`config.mk`:
```
export PLATFORM = sky130hd
export DESIGN_NAME = starfield
export DESIGN_NICKNAME = d
export VERILOG_FILES = /design/src/rtl/starfield_pkg.sv /design/src/rtl/starfield_lfsr.sv /design/src/rtl/starfield.sv
export SDC_FILE = /design/constraint.sdc
export NUM_CORES = 1
export LEC_CHECK = 0
export ABC_AREA = 1
export CORE_ASPECT_RATIO = 0.9
export CORE_MARGIN = 1
export CORE_UTILIZATION = 47
export CTS_CLUSTER_DIAMETER = 50
export DETAILED_ROUTE_END_ITERATION = 10
export HOLD_SLACK_MARGIN = 0.1
export PLACE_DENSITY = 0.7
export SYNTH_ARGS = -nofsm -noshare
export SYNTH_HDL_FRONTEND = slang
export SYNTH_HIERARCHICAL = 1
export SYNTH_SLANG_ARGS = --single-unit
```
`constraint.sdc`:
```
create_clock -name clk -period 2.3 [get_ports clk]
set_clock_uncertainty 0.05 [all_clocks]
set_input_delay 0.345 -clock clk [delete_from_list [all_inputs] [get_ports clk]]
set_output_delay 0.345 -clock clk [all_outputs]
set_load 0.01 [all_outputs]
```
`src/rtl/starfield_pkg.sv`:
```
// starfield_pkg: shared constants for the star generator.
//   - Video timing defaults (total pixels per line / lines per frame).
//   - Default LFSR length, taps and reload seed.
//   - Density mask presets: fewer zero bits in the mask means more stars.
//   - pix_t: the per-pixel result handed to the pixel mixer.
package starfield_pkg;

  localparam int H_DEF   = 800;
  localparam int V_DEF   = 525;
  localparam int INC_DEF = -1;
  localparam int LEN_DEF = 21;

  localparam logic [20:0] TAPS_DEF = 21'h140000;
  localparam logic [20:0] SEED_DEF = 21'h1FFFFF;

  // A star is lit when every bit of (sreg | mask) is 1, so each zero bit in
  // the mask halves the expected density.
  localparam logic [20:0] MASK_LOW  = 21'h0003FF;
  localparam logic [20:0] MASK_MED  = 21'h0007FF;
  localparam logic [20:0] MASK_HIGH = 21'h000FFF;

  typedef enum logic [1:0] {
    DENS_LOW  = 2'd0,
    DENS_MED  = 2'd1,
    DENS_HIGH = 2'd2
  } density_e;

  typedef struct packed {
    logic       star_on;
    logic [7:0] brightness;
  } pix_t;

  // Mask for a given density preset.
  function automatic logic [20:0] density_mask(density_e d);
    logic [20:0] m;
    m = MASK_MED;
    case (d)
      DENS_LOW:  m = MASK_LOW;
      DENS_MED:  m = MASK_MED;
      DENS_HIGH: m = MASK_HIGH;
      default:   m = MASK_MED;
    endcase
    return m;
  endfunction

endpackage

```
`src/rtl/starfield_lfsr.sv`:
```
// lfsr: Galois LFSR, shifting right. When the bit shifted out is 1 the taps
// are XORed into the shifted value.
// Ports:
//   clk   system clock
//   rst   synchronous active-high load of seed (also used as a reload)
//   en    advance one step
//   seed  value loaded on rst
//   q     current state
module lfsr #(
  parameter int             LEN  = 21,
  parameter logic [LEN-1:0] TAPS = 21'h140000
) (
  input  logic           clk,
  input  logic           rst,
  input  logic           en,
  input  logic [LEN-1:0] seed,
  output logic [LEN-1:0] q
);

  logic [LEN-1:0] q_next;

  always_comb begin
    q_next = q >> 1;
    if (q[0]) q_next = (q >> 1) ^ TAPS;
  end

  always_ff @(posedge clk) begin
    if (rst)     q <= seed;
    else if (en) q <= q_next;
  end

endmodule

```
`src/rtl/starfield.sv`:
```
// starfield: pixel-rate star generator.
// Walks an LFSR one step per pixel strobe and reloads the seed every
// P = H*V + INC pixels. Because P differs from the frame length by INC, the
// star pattern drifts INC pixels per frame (negative scrolls left).
//
// Ports:
//   clk         system clock
//   rst         synchronous active-high reset
//   en          pixel strobe: advance one pixel this cycle
//   frame_sync  single-cycle pulse: restart the period at pixel 0 / SEED
//   star_on     registered: current pixel is a star
//   brightness  registered: sreg[7:0] for a star, else 0
//   pix_valid   registered: star_on/brightness carry a new pixel this cycle
//   sreg        current LFSR state
//
// Pixel handshake: each cycle with en=1 (and no rst/frame_sync) consumes one
// pixel, computed from sreg as it was before that edge; the result appears one
// cycle later with pix_valid=1. There is no backpressure. When no pixel was
// consumed, pix_valid is 0 and star_on/brightness keep their last values.
module starfield
  import starfield_pkg::*;
#(
  parameter int             H    = H_DEF,
  parameter int             V    = V_DEF,
  parameter int             INC  = INC_DEF,
  parameter int             LEN  = LEN_DEF,
  parameter logic [LEN-1:0] TAPS = TAPS_DEF,
  parameter logic [LEN-1:0] SEED = SEED_DEF,
  parameter logic [LEN-1:0] MASK = MASK_MED,
  parameter int             CW   = $clog2(H*V+1)
) (
  input  logic           clk,
  input  logic           rst,
  input  logic           en,
  input  logic           frame_sync,
  output logic           star_on,
  output logic [7:0]     brightness,
  output logic           pix_valid,
  output logic [LEN-1:0] sreg
);

  // Reload period; P-1 must fit in CW bits (holds for INC <= 1).
  localparam int          P      = H*V + INC;
  localparam logic [CW-1:0] P_LAST = CW'(P - 1);

  logic [CW-1:0] cnt;
  logic          wrap;
  logic          lfsr_en;
  logic          lfsr_rst;
  pix_t          pix_next;

  assign wrap = (cnt == P_LAST);

  // On the wrap pixel the LFSR reloads instead of stepping, so the sequence
  // restarts from SEED exactly every P strobes.
  assign lfsr_en  = en & ~frame_sync & ~wrap;
  assign lfsr_rst = rst | frame_sync | (en & wrap);

  lfsr #(
    .LEN  (LEN),
    .TAPS (TAPS)
  ) u_lfsr (
    .clk  (clk),
    .rst  (lfsr_rst),
    .en   (lfsr_en),
    .seed (SEED),
    .q    (sreg)
  );

  always_comb begin
    pix_next.star_on    = &(sreg | MASK);
    pix_next.brightness = pix_next.star_on ? sreg[7:0] : 8'h00;
  end

  // Pixel counter within the reload period.
  always_ff @(posedge clk) begin
    if (rst || frame_sync) begin
      cnt <= '0;
    end else if (en) begin
      if (wrap) cnt <= '0;
      else      cnt <= cnt + CW'(1);
    end
  end

  // Output stage: one cycle of latency; values hold while no pixel is consumed.
  always_ff @(posedge clk) begin
    if (rst) begin
      star_on    <= 1'b0;
      brightness <= 8'h00;
      pix_valid  <= 1'b0;
    end else if (frame_sync) begin
      pix_valid  <= 1'b0;
    end else if (en) begin
      star_on    <= pix_next.star_on;
      brightness <= pix_next.brightness;
      pix_valid  <= 1'b1;
    end else begin
      pix_valid  <= 1'b0;
    end
  end

endmodule
```
Word-level counts from Yosys, hierarchy flattened
Index checks and enable logic that the tools add are counted.

operators by class
  bitwise logic cells = 8
  equality and inequality tests = 1
  div/mod/pow operators = 0
  add/sub/neg operators = 1
  magnitude comparators = 0
  multiply operators = 0
  mux-type cells = 4
  shifts and indexed selects = 0
  reductions and logical operators = 4

operators with widths
  cell                                                              count
  21-bit 2-to-1 mux                                                 1
  19-bit by 1-bit adder with 19-bit output (second input constant)  1
  19-bit equality test (second input constant)                      1
  19-bit 2-to-1 mux                                                 1
  10-bit AND reduction                                              1
  8-bit 2-to-1 mux                                                  1
  1-bit bitwise AND                                                 3
  1-bit NOT                                                         2
  1-bit NOT with 2-bit output                                       1
  1-bit OR                                                          2
  2-bit AND reduction                                               1
  2-bit OR reduction                                                1
  1-bit logical OR                                                  1
  1-bit 2-to-1 mux                                                  1

word-level totals
  RAM bits = 0
  bits in read-only memories = 0
  memories kept = 0
  latch bits = 0
  input port bits = 4
  register bits = 50
  output and inout port bits = 31

Depth between registers and ports, before layout
  word-level depth = 3
  gate-level depth with buffers = 11
  gate-level depth less buffers = 9

By module
The synthesis kept the hierarchy.

by module, submodules not included
  module     area each (um^2)  instances  cells an instance  sequential area each (um^2)
  starfield  1520.2            1          226                580.6
  lfsr       928.4             1          93                 630.6

Least setup slack after synthesis
No wires, ideal clock.

  path type = reg2reg
  start = register cnt[0]
  end = register u_lfsr.q[0], enable pin
  slack = 0.487 ns
  data arrival time = 1.460 ns
  required time = 1.947 ns
  setup time = 0.303 ns
  cell stages (with the launch flop) = 9
  cells stage by stage = dfxtp_1 > inv_1 > ha_1 > nand3_1 > nor2_1 > nand3_2 > nand2_2 > buf_6 > or2_2

on the way
  longest elaborated chain between the ends = 3
  elaborated cells between the ends (all ways) = 5

RTL lines
  what                    line                  RTL
  start, declared         starfield.sv:46       logic [CW-1:0] cnt;
  start signal, assigned  starfield.sv:81       else cnt <= cnt + CW'(1);
  19-bit equality test    starfield.sv:52       assign wrap = (cnt == P_LAST);
  1-bit bitwise AND       starfield.sv:57       assign lfsr_rst = rst | frame_sync | (en & wrap);
  1-bit OR                starfield.sv:57
  net lfsr_rst            starfield.sv:49       logic lfsr_rst;
  end signal, assigned    starfield_lfsr.sv:29  else if (en) q <= q_next;
  end, declared           starfield_lfsr.sv:17  output logic [LEN-1:0] q

The timed path passes the listed nets, and every way through them passes these cells.
A chain may end at the register's enable or synchronous reset.

Worst setup path in the final report
  start = register cnt[0]
  end = register u_lfsr.q[18] (data pin)

on the way
  longest elaborated chain between the ends = 3

RTL lines
  what                  line
  19-bit equality test  starfield.sv:52
  1-bit bitwise AND     starfield.sv:57
  1-bit OR              starfield.sv:57

Every way passes these cells.

==> metrics <==
outcome complete, no violations; slew margin rel. 59.2%; met1 WL 2.68 mm; clk slew on worst S/H paths 0.09 ns; fillers 450; worst-skew pair later-pin latency 0.29 ns; core area 0.00492 mm²; post-CTS setup buffer count 0; sequential area share after synthesis 49.5%; # diodes 0; Startpoint Class flip-flop; DP Wirelength 3.67 mm; cts hold-fix bufs 0; multi-input combinational cell area 0.00116 mm²; die area 0.00550 mm²; Chip Height 70.5 µm; Post-Synth Simple-Gate Area 36.7%; Pins Over Slew Limit 0; final core utilization 61.3%; Initial Utilization 49.7%; placed cell areas 0.00293 mm²; Post-Synth Adder-Cell Area 1.02%; post-route insts no fill 443; # clock sinks 50; max-cap violations 0; Setup WS post-layout 0.338 ns; slowest stage delay, CP 0.36 ns; post-CTS sizing 0; final hold slack 0.416 ns; crit path max fanout 20; # IOs 35; Crit Path Class flip-flop to flip-flop; DRT iter0 DRCs 149; Final Hold Fails 0; TritonCTS clock tree yes; port buffer count 34; FF+latch count, synth 50; register area 0.00121 mm²; power per cell area 570 mW/mm²; post-synthesis xor/xnor area fraction 2.50%; CP max stage cell dfxtp_1; largest family of logic cells by synthesized area simple AND/OR/NAND/NOR gates; vias in the first global route 1872; DRC viols 0; CTS root buf clkbuf_8; Total Routing Usage GR 20.2%; Mapped Cells 319; routed len/inst 11.2 µm; total power 1.72 mW; # rows 24; CP most frequent cell nand3_1; Final min period 1.96 ns; commonest non-fill, non-tap cell in the layout nand2_1; GPL Wtd Cong 0.879; Highest Signal Layer met4; Pre-antenna DRT Iters 4; Via density 4.66; mux share of post-synthesis cell area 0%; fmax 0.510 GHz; Synth Cell Area 0.00245 mm²; worst path arrival time 1.96 ns; TritonCTS buffer count 5; placed insts 435; RSZ-0062 raised after global routing false; worst hold path class flip-flop to flip-flop; worst-margin pin slew 0.610 ns; met3 wire len 169 µm; worst vdd ir 0.350 mV; Post-layout nets 383; Post-Layout Inst Area 0.00302 mm²; share of cells above drive strength 1 7.41%; worst slack, placed 0.214 ns; Clock Path Buffers 2; synthesized area per cell 7.68 µm²; setup TNS 0 ns; most frequent cells in the layout 127 x nand2_1, 40 x nor2_1, 34 x clkdlybuf4s50_1; routed via count 2063; GRT Residual Overflow 0; post-synthesis cell type count 26; Tcrit/Tclk final 85.3%; final WL 4.97 mm; crit end category flip-flop; LEAKAGE 1.20 nW; final antenna-violating net count 0; Routed met2 length 2.09 mm; largest net degree at the start of global routing 22; Worst Path Required 2.30 ns; # H-tree levels 2; critical path cell sequence inv_1 > ha_1 > nand3_1 > nor2_1 > nand3_2 > nand2_2 > buf_4 > inv_2 > nand3_1 > nand2_1; Compound-Gate Fraction of Synth Area 3.78%; Area Overhead vs Synth 23.4%; # setup viols final 0; initial antenna violation count 0; Die Span X 78.1 µm; first-pass GRT wire length 8.59 mm; synth warn 6
worst max-delay path, delay by kind of cell (launching register included):
| kind | cells | cell delay (ns) |
|---|---|---|
| flip-flops | 1 | 0.36 |
| buffers and inverters | 3 | 0.51 |
| AND/OR/NAND/NOR | 6 | 0.63 |
| adder cells (fa/ha/maj) | 1 | 0.16 |
synthesized netlist by cell type:
master    count  area (µm²)
nand2_1     127         477
nor2_1       40         150
dfxtp_1      29         581
inv_1        22        82.6
edfxtp_1     21         631
nand3_1      16        80.1
a21oi_1      11        55.1
nand4_1      11        68.8
nor2_2        6        37.5
xor2_1        5        43.8
buf_4         3        22.5
buf_6         3        33.8
nand2_2       3        18.8
o21ai_0       3        15.0
o21bai_1      3        22.5
buf_2         2        10.0
ha_1          2        25.0
inv_2         2        7.51
nor3_1        2        10.0
xnor2_1       2        17.5
conb_1        1        3.75
nand3_2       1        10.0
nor2_4        1        11.3
nor2_8        1        20.0
or2_2         1        6.26
or2_4         1        8.76
cells by family after synthesis:
| logic type | Yosys count |
|---|---|
| xor gates and xnor gates | 7 |
| and+or+nand+nor | 210 |
| other | 1 |
| buffers and inverters | 32 |
| adders and majority gates | 2 |
| AOI/OAI and AO/OA | 17 |
| DFF | 50 |
area by class of cell:
class / count / share of cell area [%]
flip-flops and latches: 50 / 40.1
well taps: 65 / 2.69
clock inverters: 1 / 0.166
multi-input cells: 257 / 38.3
inverters: 24 / 2.98
clock buffers: 7 / 2.86
repair buffers: 39 / 12.9
final timing paths:
check                           slack [ns]            end  cells after the start           from
worst max-delay path                  0.34   u_lfsr/q[18]                     10         cnt[0]
worst min-delay path                  0.42  brightness[1]                      2  brightness[1]
worst max register to register        0.34   u_lfsr/q[18]                     10         cnt[0]
worst min register to register        0.42  brightness[1]                      2  brightness[1]
registers in the layout, indices dropped and copies added (netlist names):
signal,cells
star_on,1
u_lfsr/q,21
pix_valid,1
cnt,19
brightness,8
layer usage:
layer  global-route usage, %  up-vias
met2                    29.4       38
met1                    30.1      917
li1                        -     1106
met3                    3.92        2
met4                    5.56        0
met5                       0        -
power breakdown:
part | leakage [nW] | switching (mW) | total, mW | internal (mW)
Sequential | 0.454 | 0.0345 | 1.01 | 0.973
Combinational | 0.697 | 0.104 | 0.202 | 0.0983
Clock | 0.0482 | 0.268 | 0.511 | 0.243
Total | 1.20 | 0.406 | 1.72 | 1.31
Note: power is estimated with default switching activity, not from simulation.
